File: config.mk
export PLATFORM = sky130hd
export DESIGN_NAME = dmem_sram_axi_bridge
export DESIGN_NICKNAME = d
export VERILOG_FILES = /design/src/rtl/dmem_sram_axi_bridge.sv
export SDC_FILE = /design/constraint.sdc
export NUM_CORES = 1
export LEC_CHECK = 0
export BUFFER_PORTS_ARGS = -buffer_cell sky130_fd_sc_hd__buf_2
export CAP_MARGIN = 20
export CORE_AREA = 2 2 118 120
export DETAILED_ROUTE_END_ITERATION = 6
export DIE_AREA = 0 0 120 122
export PLACE_DENSITY = 0.71
export SYNTH_ARGS = -nofsm -noshare
export SYNTH_HDL_FRONTEND = slang
export SYNTH_SLANG_ARGS = --single-unit
export TNS_END_PERCENT = 100
File: constraint.sdc
create_clock -name clk -period 2.68 [get_ports clk]
set_input_delay 0.536 -clock clk [delete_from_list [all_inputs] [get_ports clk]]
set_output_delay 0.536 -clock clk [all_outputs]
set_load 0.05 [all_outputs]
File: src/rtl/dmem_sram_axi_bridge.sv
// dmem_sram_axi_bridge
// Converts one M-stage SRAM-style data-memory request into a single-beat
// AXI master transaction. The pipeline is held through stallreq_mem until
// the transaction finishes. Load data is then held until the pipeline advances.
//
// Handshake rule on every AXI channel: a beat transfers on a rising clk edge
// where valid and ready are both 1. A valid output, once raised, stays high
// and its payload stays constant until that edge. Ready outputs are raised
// only in the state that waits for the matching response.
module dmem_sram_axi_bridge #(
  parameter logic [3:0] AXI_ID = 4'd1,
  parameter int         ADDR_W = 32
) (
  input  logic              clk,
  input  logic              rst,
  // M-stage request side
  input  logic              mem_en,
  input  logic [3:0]        mem_wen,
  input  logic [ADDR_W-1:0] mem_addr,
  input  logic [31:0]       mem_wdata,
  input  logic [1:0]        mem_size,
  input  logic              pipe_stall,
  output logic [31:0]       mem_rdata,
  output logic              stallreq_mem,
  // AXI read address
  output logic [3:0]        arid,
  output logic [ADDR_W-1:0] araddr,
  output logic [7:0]        arlen,
  output logic [2:0]        arsize,
  output logic [1:0]        arburst,
  output logic              arvalid,
  input  logic              arready,
  // AXI read data
  input  logic [3:0]        rid,
  input  logic [31:0]       rdata,
  input  logic [1:0]        rresp,
  input  logic              rlast,
  input  logic              rvalid,
  output logic              rready,
  // AXI write address
  output logic [3:0]        awid,
  output logic [ADDR_W-1:0] awaddr,
  output logic [7:0]        awlen,
  output logic [2:0]        awsize,
  output logic [1:0]        awburst,
  output logic              awvalid,
  input  logic              awready,
  // AXI write data
  output logic [3:0]        wid,
  output logic [31:0]       wdata,
  output logic [3:0]        wstrb,
  output logic              wlast,
  output logic              wvalid,
  input  logic              wready,
  // AXI write response
  input  logic [3:0]        bid,
  input  logic [1:0]        bresp,
  input  logic              bvalid,
  output logic              bready,
  // Debug view of the FSM state (encoding of state_t)
  output logic [2:0]        dbg_state
);

  typedef enum logic [2:0] {
    S_IDLE  = 3'd0,
    S_RADDR = 3'd1,
    S_RDATA = 3'd2,
    S_WREQ  = 3'd3,
    S_WRESP = 3'd4,
    S_DONE  = 3'd5
  } state_t;

  state_t              r_state;
  logic [ADDR_W-1:0]   r_addr;
  logic [31:0]         r_wdata;
  logic [3:0]          r_strb;
  logic [1:0]          r_size;
  logic [31:0]         r_rdata;
  logic                r_arvalid;
  logic                r_rready;
  logic                r_awvalid;
  logic                r_wvalid;
  logic                r_bready;
  logic                r_aw_done;
  logic                r_w_done;

  logic                w_aw_hs;
  logic                w_w_hs;
  logic                w_aw_all;
  logic                w_w_all;
  logic                w_unused;

  // Channel handshakes and "this channel is finished" terms for the write state
  assign w_aw_hs  = r_awvalid & awready;
  assign w_w_hs   = r_wvalid & wready;
  assign w_aw_all = r_aw_done | w_aw_hs;
  assign w_w_all  = r_w_done | w_w_hs;

  // Response IDs, responses and rlast do not influence this single-beat master
  assign w_unused = ^{rid, rresp, rlast, bid, bresp};

  // Stall is combinational so it covers the very cycle the request appears
  assign stallreq_mem = mem_en & (r_state != S_DONE);

  assign mem_rdata = r_rdata;
  assign dbg_state = r_state;

  assign arid    = AXI_ID;
  assign araddr  = r_addr;
  assign arlen   = 8'd0;
  assign arsize  = {1'b0, r_size};
  assign arburst = 2'b01;
  assign arvalid = r_arvalid;
  assign rready  = r_rready;

  assign awid    = AXI_ID;
  assign awaddr  = r_addr;
  assign awlen   = 8'd0;
  assign awsize  = {1'b0, r_size};
  assign awburst = 2'b01;
  assign awvalid = r_awvalid;

  assign wid     = AXI_ID;
  assign wdata   = r_wdata;
  assign wstrb   = r_strb;
  assign wlast   = 1'b1;
  assign wvalid  = r_wvalid;
  assign bready  = r_bready;

  // Transaction FSM: latches the request, drives registered valid/ready, retires in DONE
  always_ff @(posedge clk or negedge rst) begin
    if (!rst) begin
      r_state   <= S_IDLE;
      r_addr    <= '0;
      r_wdata   <= '0;
      r_strb    <= '0;
      r_size    <= '0;
      r_rdata   <= '0;
      r_arvalid <= 1'b0;
      r_rready  <= 1'b0;
      r_awvalid <= 1'b0;
      r_wvalid  <= 1'b0;
      r_bready  <= 1'b0;
      r_aw_done <= 1'b0;
      r_w_done  <= 1'b0;
    end else begin
      case (r_state)
        S_IDLE: begin
          if (mem_en) begin
            r_addr <= mem_addr;
            r_size <= mem_size;
            if (mem_wen == 4'b0000) begin
              r_arvalid <= 1'b1;
              r_state   <= S_RADDR;
            end else begin
              r_wdata   <= mem_wdata;
              r_strb    <= mem_wen;
              r_awvalid <= 1'b1;
              r_wvalid  <= 1'b1;
              r_state   <= S_WREQ;
            end
          end
        end

        S_RADDR: begin
          if (r_arvalid && arready) begin
            r_arvalid <= 1'b0;
            r_rready  <= 1'b1;
            r_state   <= S_RDATA;
          end
        end

        S_RDATA: begin
          if (rvalid) begin
            r_rdata  <= rdata;
            r_rready <= 1'b0;
            r_state  <= S_DONE;
          end
        end

        S_WREQ: begin
          if (w_aw_hs) begin
            r_awvalid <= 1'b0;
            r_aw_done <= 1'b1;
          end
          if (w_w_hs) begin
            r_wvalid <= 1'b0;
            r_w_done <= 1'b1;
          end
          // Both channels finished (possibly on this same edge): clear flags for next store
          if (w_aw_all && w_w_all) begin
            r_aw_done <= 1'b0;
            r_w_done  <= 1'b0;
            r_bready  <= 1'b1;
            r_state   <= S_WRESP;
          end
        end

        S_WRESP: begin
          if (bvalid) begin
            r_bready <= 1'b0;
            r_state  <= S_DONE;
          end
        end

        S_DONE: begin
          // Retire only when the pipeline moves, so a held M stage never reissues
          if (!pipe_stall) begin
            r_state <= S_IDLE;
          end
        end

        default: begin
          r_state <= S_IDLE;
        end
      endcase
    end
  end

endmodule

==> impl_metrics.json <==
{
  "core-area_um2": 13500,
  "ctsResizeCount": 0,
  "status": "completed",
  "pin_count": 304,
  "drcViolationCount": 0,
  "nets": 697,
  "syn_inst": 353,
  "tns_ns": 0,
  "totalWireLength_um": 10900,
  "p_per_area_nw_per_um2": 1370,
  "cts_hold_buf": 0,
  "die_y_um": 122,
  "critPathKind": "flip-flop to primary output",
  "cts_root_buf": "clkbuf_16",
  "crit_slowest_cell": "dfrtp_1",
  "antennaDiodeCount": 0,
  "initial_core_util_pct": 36.8,
  "row_count": 43,
  "timing.slew.headroom_pct": 59.4,
  "synth-seq-cells": 112,
  "clockBufferDepth": 2,
  "syn-cell-area_um2": 4960,
  "synth_top_cell_area_share_pct": 56.5,
  "ff_latch_area_um2": 2800,
  "insertion_delay_ns": 0.34,
  "post-route-period-util_pct": 78.6,
  "dp_slack_ns": 0.583,
  "synth.area.top_cells": "dfrtp_1, mux2_2, buf_4, mux2_4, buf_2",
  "rsz0062_at_grt": "false",
  "areaGrowthSynthToFinish_pct": 28.0,
  "synth_enable_flop_cells": 0,
  "synth-seq-area-share_pct": 56.5,
  "cts_buffers": 9,
  "finalCriticalPeriod_ns": 2.11,
  "wl_per_cell_um": 14.3,
  "critPathArrivalTime_ns": 1.57,
  "dieArea_um2": 14600,
  "clkSinkCount": 112,
  "multi_input_area_um2": 1680,
  "critPathMaxStageDelay_ns": 0.64,
  "max-vdd-ir-drop_v": 0.000462,
  "die_width_um": 120,
  "hpwl_um": 8310,
  "ys.flop_type": "dfrtp_1",
  "setup_viol": 0,
  "finalHoldViolations": 0,
  "worst_clock_skew_ns": 0.00873,
  "crit_family": "flip-flops",
  "power_mw": 8.70,
  "io_buffer_count": 255,
  "p_leak_nw": 3.41,
  "grt_pass1_wl_um": 16700,
  "first_pass_iters": 4,
  "grt_pass1_vias": 3356,
  "track_usage_pct": 14.7,
  "synth_top_area_cell": "dfrtp_1",
  "end_kind": "primary output",
  "first_iter_violations": 98,
  "cp_max_fo": 15,
  "cts_tree": "built",
  "max_clock_freq_mhz": 475,
  "synth_warnings": 0,
  "drv_slew": 0,
  "worst_pin_slew_ns": 0.609,
  "grt_start_max_net_pins": 52,
  "num_vias": 3409,
  "final_common_cell": "buf_2",
  "grt_overflow_total": 0,
  "cp_cell_sequence": "nor2b_1, a21boi_1, buf_2",
  "min_path_type": "input pin to async pin",
  "cts.clk_slew.worst_paths_ns": 0.07,
  "fin_ws_ns": 0.575,
  "cts_setup_buffers": 0,
  "async_reset_ff_share_pct": 100,
  "mostFrequentLayoutCells": "buf_2, dfrtp_1, mux2_2",
  "required_ns": 2.14,
  "syn_avg_cell_area_um2": 14.1,
  "post_drt_via_cell_ratio": 4.50,
  "drive_above_1_share_pct": 66.0,
  "grt_antenna_before_repair": 0,
  "maxCapViolCount": 0,
  "start_kind": "flip-flop",
  "ant_nets": 0,
  "fillCellCount": 1231,
  "gp_congestion": 0.756,
  "cp_num_buf_inv": 1,
  "ys_types": 34,
  "htree_num_levels": 3
}
-- worst paths after layout --
path | from | to | slack (ns) | cells after the start
min | rst | mem_rdata[24] | 0.06 | 1
max in group asynchronous | rst | wdata[17] | 1.79 | 2
min in group clk | awready | awvalid | 0.40 | 2
max | dbg_state[1] | stallreq_mem | 0.57 | 3
max reg2reg | dbg_state[0] | wdata[2] | 0.63 | 3
min reg2reg | wdata[9] | wdata[9] | 0.50 | 1
-- registers in the layout (all words and copies together), names as in the netlist --
| name | count |
|---|---|
| wstrb | 4 |
| r_size | 2 |
| arvalid | 1 |
| awvalid | 1 |
| r_aw_done | 1 |
| bready | 1 |
| araddr | 32 |
| dbg_state | 3 |
| r_w_done | 1 |
| wdata | 32 |
| wvalid | 1 |
| mem_rdata | 32 |
| rready | 1 |
-- report_power, final --
group | internal (mW) | switching [mW] | total [mW]
Combinational | 1.09 | 3.62 | 4.71
Clock | 0.797 | 0.573 | 1.37
Sequential | 2.26 | 0.355 | 2.62
-- per-layer routing --
| metal | share of wire [%] | global-route usage [%] |
|---|---|---|
| met1 | 38 | 16.5 |
| met2 | 52 | 25.6 |
| met3 | 8.3 | 4.40 |
| met4 | 1.5 | 6.69 |
| met5 | 0 | 0 |
-- synth_stat cells, types with 3 or more instances --
cell / number
nor2_1: 9
clkbuf_1: 4
a31oi_1: 5
dfrtp_1: 112
a21oi_1: 3
nand2b_1: 3
mux2_2: 85
buf_2: 7
o21ai_0: 4
buf_4: 69
mux2_4: 18
nand2_1: 7
inv_1: 3
-- stage by stage --
stage               hold slack (ns)  utilization, %  cells  cell area [um2]
finish                       0.0630            47.0    757             6350
CTS                          0.0528            47.0    757             6350
global placement              0.432            44.8    742             6040
global route                 0.0628            47.0    757             6350
detailed placement            0.438            44.8    742             6040
floorplan                     0.240               -    386             5090
-- worst register-to-register path, cell delays in order (launching register included) --
cell,delay (ns)
dfrtp_1,0.56
nor4b_4,0.35
and2_4,0.59
mux2_2,0.44
-- layout make-up --
cell class                      count  share of cell area (%)
Inverter                            3                   0.177
Tap cell                          180                    3.55
Multi-Input combinational cell    188                    26.5
Clock buffer                       13                    4.26
Timing Repair Buffer              259                    20.8
Sequential cell                   112                    44.1
Clock inverter                      2                   0.591
-- kinds of logic (layout without fill, tap and decap cells) --
group | after synthesis | in the layout | share of synthesized area (%)
flip-flops | 112 | 112 | 56.5
multiplexers | 103 | 103 | 24.7
buffers and inverters | 86 | 277 | 12.4
AND/OR/NAND/NOR | 29 | 29 | 3.48
AO/OA/AOI/OAI | 21 | 21 | 2.75
other | 2 | 35 | 0.151
(Power assumes the default switching activity.)
